**src/rtl/regfile_mp.sv**
```systemverilog
// Multi-read-port register file with a per-register busy scoreboard; reads are registered (1 cycle), no backpressure.
// Optional macro REGFILE_BYPASS_EN forwards same-cycle write data (rbusy=0) to matching read ports.
module regfile_mp #(
  parameter int W        = 32,
  parameter int N        = 32,
  parameter int NRD      = 2,
  parameter int ZERO_REG = 1
) (
  input  logic                         clk,
  input  logic                         rst,
  input  logic [NRD-1:0]               ren,
  input  logic [NRD*$clog2(N)-1:0]     raddr,
  output logic [NRD*W-1:0]             rdata,
  output logic [NRD-1:0]               rbusy,
  input  logic                         wen,
  input  logic [$clog2(N)-1:0]         waddr,
  input  logic [W-1:0]                 wdata,
  input  logic                         alloc,
  input  logic [$clog2(N)-1:0]         aaddr,
  output logic [N-1:0]                 busy_vec
);
  localparam int AW = $clog2(N);

  logic [W-1:0]  r_mem [N];
  logic [N-1:0]  r_busy;
  logic [W-1:0]  r_rdata [NRD];
  logic [NRD-1:0] r_rbusy;

  logic          w_wr_ok;
  logic          w_al_ok;
  logic [N-1:0]  w_set;
  logic [N-1:0]  w_clr;
  logic [AW-1:0] w_ra   [NRD];
  logic [W-1:0]  w_rdat [NRD];
  logic [NRD-1:0] w_rbsy;

  // Register 0 absorbs writes and reservations when it is the hardwired zero.
  assign w_wr_ok = wen   && !(ZERO_REG != 0 && waddr == '0);
  assign w_al_ok = alloc && !(ZERO_REG != 0 && aaddr == '0);

  always_comb begin
    w_set = '0;
    w_clr = '0;
    if (w_al_ok) w_set[aaddr] = 1'b1;
    if (wen)     w_clr[waddr] = 1'b1;
  end

  always_comb begin
    for (int k = 0; k < NRD; k++) begin
      w_ra[k]   = raddr[k*AW +: AW];
      w_rdat[k] = r_mem[w_ra[k]];
      w_rbsy[k] = r_busy[w_ra[k]];
`ifdef REGFILE_BYPASS_EN
      // Forwarded data is the result being written, so it is no longer pending.
      if (w_wr_ok && waddr == w_ra[k]) begin
        w_rdat[k] = wdata;
        w_rbsy[k] = 1'b0;
      end
`endif
      if (ZERO_REG != 0 && w_ra[k] == '0) begin
        w_rdat[k] = '0;
        w_rbsy[k] = 1'b0;
      end
    end
  end

  always_ff @(posedge clk) begin
    if (rst) begin
      for (int i = 0; i < N; i++) r_mem[i] <= '0;
      for (int k = 0; k < NRD; k++) r_rdata[k] <= '0;
      r_busy  <= '0;
      r_rbusy <= '0;
    end else begin
      if (w_wr_ok) r_mem[waddr] <= wdata;
      // Set after clear: a new reservation wins over a completing write.
      r_busy <= (r_busy & ~w_clr) | w_set;
      for (int k = 0; k < NRD; k++) begin
        if (ren[k]) begin
          r_rdata[k] <= w_rdat[k];
          r_rbusy[k] <= w_rbsy[k];
        end
      end
    end
  end

  for (genvar g = 0; g < NRD; g++) begin : g_rd_pack
    assign rdata[g*W +: W] = r_rdata[g];
  end

  assign rbusy    = r_rbusy;
  assign busy_vec = r_busy;
endmodule

```
**config.mk**
```make
export PLATFORM = sky130hd
export DESIGN_NAME = regfile_mp
export DESIGN_NICKNAME = d
export VERILOG_FILES = /design/src/rtl/regfile_mp.sv
export SDC_FILE = /design/constraint.sdc
export NUM_CORES = 2
export LEC_CHECK = 0
export ABC_AREA = 0
export CAP_MARGIN = 10
export CORE_MARGIN = 4
export CORE_UTILIZATION = 60
export DETAILED_ROUTE_END_ITERATION = 6
export HOLD_SLACK_MARGIN = 0.02
export PLACE_DENSITY_LB_ADDON = 0.12
export SETUP_SLACK_MARGIN = 0.4
export SLEW_MARGIN = 20
export SYNTH_ARGS = -nofsm -noshare
export SYNTH_HDL_FRONTEND = slang
export SYNTH_SLANG_ARGS = --single-unit
```
**constraint.sdc**
```tcl
create_clock -name clk -period 7.6 [get_ports clk]
set_input_delay 1.52 -clock clk [delete_from_list [all_inputs] [get_ports clk]]
set_output_delay 1.52 -clock clk [all_outputs]
set_load 0.02 [all_outputs]
```
==> key figures <==
Power
  – Combinational share of power: 0.120
  – Power density of the placed cells: 224 nW/um^2
  – Leak: 21.9 nW
  – VDD IR-drop max: 198 uV
  – Part of the power in registers: 0.509
  – Net switching power: 3.57 mW
  – Post-layout power: 14.5 mW
  – Net Sw Frac: 0.247
  – Clock network fraction of total power: 0.371
  – Int Power: 10.9 mW

Timing
  – Max-slew violation count: 0
  – Setup Skew: 23.8 ps
  – Final worst path period need: 4170 ps
  – F_max: 240 MHz
  – RSZ-0062 raised after global routing: false
  – Slew headroom: 0.220
  – Tcrit/Tclk final: 0.549
  – Final hold vios: 0
  – Final TNS setup: 0 ps
  – # setup viols final: 0
  – Measured slew at the worst slew-check pin: 1160 ps

Clock tree
  – Root Buffer Master: clkbuf_16
  – Num CTS Buffers: 116
  – Post-CTS Resized: 0
  – Sink Count: 1122
  – CTS tree: yes
  – Hold buffer count at CTS: 0
  – Reg clk slew, reported paths: 60 ps
  – H-Tree Level Count: 3
  – Setup Fix Bufs, Post-CTS: 0
  – Worst skew pair latency: 700 ps
  – Clk buf depth: 3

Synthesis
  – Post-synthesis sequential element count: 1122
  – Synth Area in XOR/XNOR: 0
  – Yosys warning total: 0
  – Syn Inst Count: 3603
  – Dominant synthesized flop cell: edfxtp_1
  – Synth Area in Compound Gates: 0.0157
  – Post-synth EDFFs: 1088
  – Mapped cell area: 58300 um^2
  – Fraction of the mapped netlist area in adder cells: 0
  – Mux contribution to synthesized area: 0.255
  – Distinct cells, synth: 46
  – Sequential element share of the synthesized area: 0.572
  – Area share of and/or/nand/nor cells after synthesis: 0.123
  – Ys async rst share: 0
  – Syn_area_per_cell: 16.2 um^2
  – Main combinational cell family by area after synthesis: multiplexers

Floorplan
  – Floorplan row count: 114
  – Die W: 320 um
  – Die Ht: 320 um
  – Initial core utilization: 0.604
  – Ports: 156
  – Die area: 102000 um^2
  – Core footprint: 96600 um^2

Critical path
  – FF-to-FF End: r_rdata[0][38]
  – RR Startpoint: r_mem[23][6]
  – Required @ worst endpoint: 7960 ps
  – Reg2reg setup slack: 5440 ps
  – CP Launch Type: input pin
  – Worst R2R Path Depth: 4
  – Critical path capture point type: register
  – Capture point of the worst path: r_mem[25][18]
  – WS Path Type: in2reg
  – Worst setup startpoint: wen
  – Crit path max fanout: 19
  – WP data arrival: 4530 ps

Outcome
  – Outcome: completed

Global route
  – Largest net degree at the start of global routing: 103
  – Antenna violations before repair: 21
  – Global-route wire length before repair: 275000 um
  – Total track usage: 0.382
  – Global route overflow: 0
  – Vias in the first global route: 37621

Drt
  – Iteration-0 DRC Markers: 6304
  – DRC viols: 0
  – Wire per inst: 38.7 um
  – Routed Wire Length: 193000 um
  – Number of nets still failing antenna checks after routing: 0
  – Drt pass-1 iters: 6
  – Drt via density: 7.33
  – Via count: 36654

Job
  – Max_cap viols: 0

Min path
  – Min-Delay Path Depth: 2
  – Hold crit path type: reg2reg

Placed design
  – IO Port Bufs: 155
  – HPWL after DPL: 107000 um
  – GP Congestion: 0.907

Layout
  – Fraction of layout cells with a size suffix above 1: 0.255
  – Area Growth Syn to Fin: 10.9%
  – Nets: 3677
through the flow:
step	area (um^2)	hold slack, ps	util	cells	setup WS [ps]
2_1_floorplan	58400	545	-	3634	2600
3_3_place_gp	61200	499	0.634	4776	2810
3_5_place_dp	61200	500	0.634	4777	2800
4_1_cts	64700	509	0.670	4989	3550
5_1_grt	64700	543	0.670	4993	3360
6_report	64700	511	0.670	4999	3430
cell type report:
cell class,count,area (um^2)
sequential,1122,33400
fill,6427,31900
multi-input combinational,2065,23700
clock buffer,155,3110
timing repair buffer,247,2300
tap,1276,1600
clock inverter,57,360
inverter,67,256
antenna,10,25.0
critical path, stage by stage:
cell and delay (ps):
clkdlybuf4s50_1 540, nor2b_1 290, nand2_1 450, buf_4 400, o21ai_4 840, buf_4 450
layer usage:
metal,vias up,wire [um],GRT usage,part of all wire
li1,13929,-,-,-
met1,18763,64700,0.510,0.33
met2,3233,89400,0.581,0.46
met3,719,26200,0.101,0.14
met4,10,13000,0.216,0.067
met5,-,71,0,0.00037
synthesized netlist by cell type (all sizes together), types with 28 or more instances:
library cell	number	area (um^2)
inv	67	251
nor2	45	176
buf	124	761
mux4	640	14500
nand3	69	345
dfxtp	34	681
clkbuf	256	962
a21oi	28	140
nand2	36	135
and2	993	6210
edfxtp	1088	32700
mux2i	31	310
o21ai	118	591
worst min-delay path by stage:
| stage | from | endpoint | slack, ps |
|---|---|---|---|
| floorplan | rbusy[0] | rbusy[0] | 550 |
| global placement | busy_vec[3] | busy_vec[3] | 500 |
| detailed placement | busy_vec[1] | busy_vec[1] | 500 |
| CTS | busy_vec[1] | busy_vec[1] | 510 |
| global route | rbusy[0] | rbusy[0] | 540 |
| finish | busy_vec[1] | busy_vec[1] | 510 |
power by group through the flow:
stage / Sequential (mW) / Clock [mW] / Combinational (mW)
2_1_floorplan: 7.44 / 0 / 1.06
3_3_place_gp: 7.44 / 0 / 1.68
3_5_place_dp: 7.47 / 0 / 1.71
4_1_cts: 7.35 / 5.39 / 1.71
5_1_grt: 7.38 / 5.66 / 1.78
6_report: 7.36 / 5.37 / 1.73
cell usage in the layout, fill, tap and decap left out, drive strengths merged, types with 32 or more instances in the layout:
cell type,synthesis,final
conb,1,32
dfxtp,34,34
clkdlybuf4s50,0,141
mux4,640,640
and2,993,993
nand2,36,36
o21ai,118,118
nand3,69,69
clkinv,0,49
nor2,45,45
inv,67,71
edfxtp,1088,1088
buf,124,105
clkbuf,256,156
registers in the layout (all words and copies together), names as in the netlist:
| register | cells |
|---|---|
| busy_vec | 32 |
| r_rdata | 64 |
| rbusy | 2 |
| r_mem | 1024 |
cells by family after synthesis:
| group | after synthesis |
|---|---|
| AND/OR/NAND/NOR | 1187 |
| flip-flops | 1122 |
| multiplexers | 677 |
| buffers and inverters | 447 |
| AO/OA/AOI/OAI | 169 |
| other | 1 |
Note: power is estimated with default switching activity, not from simulation.
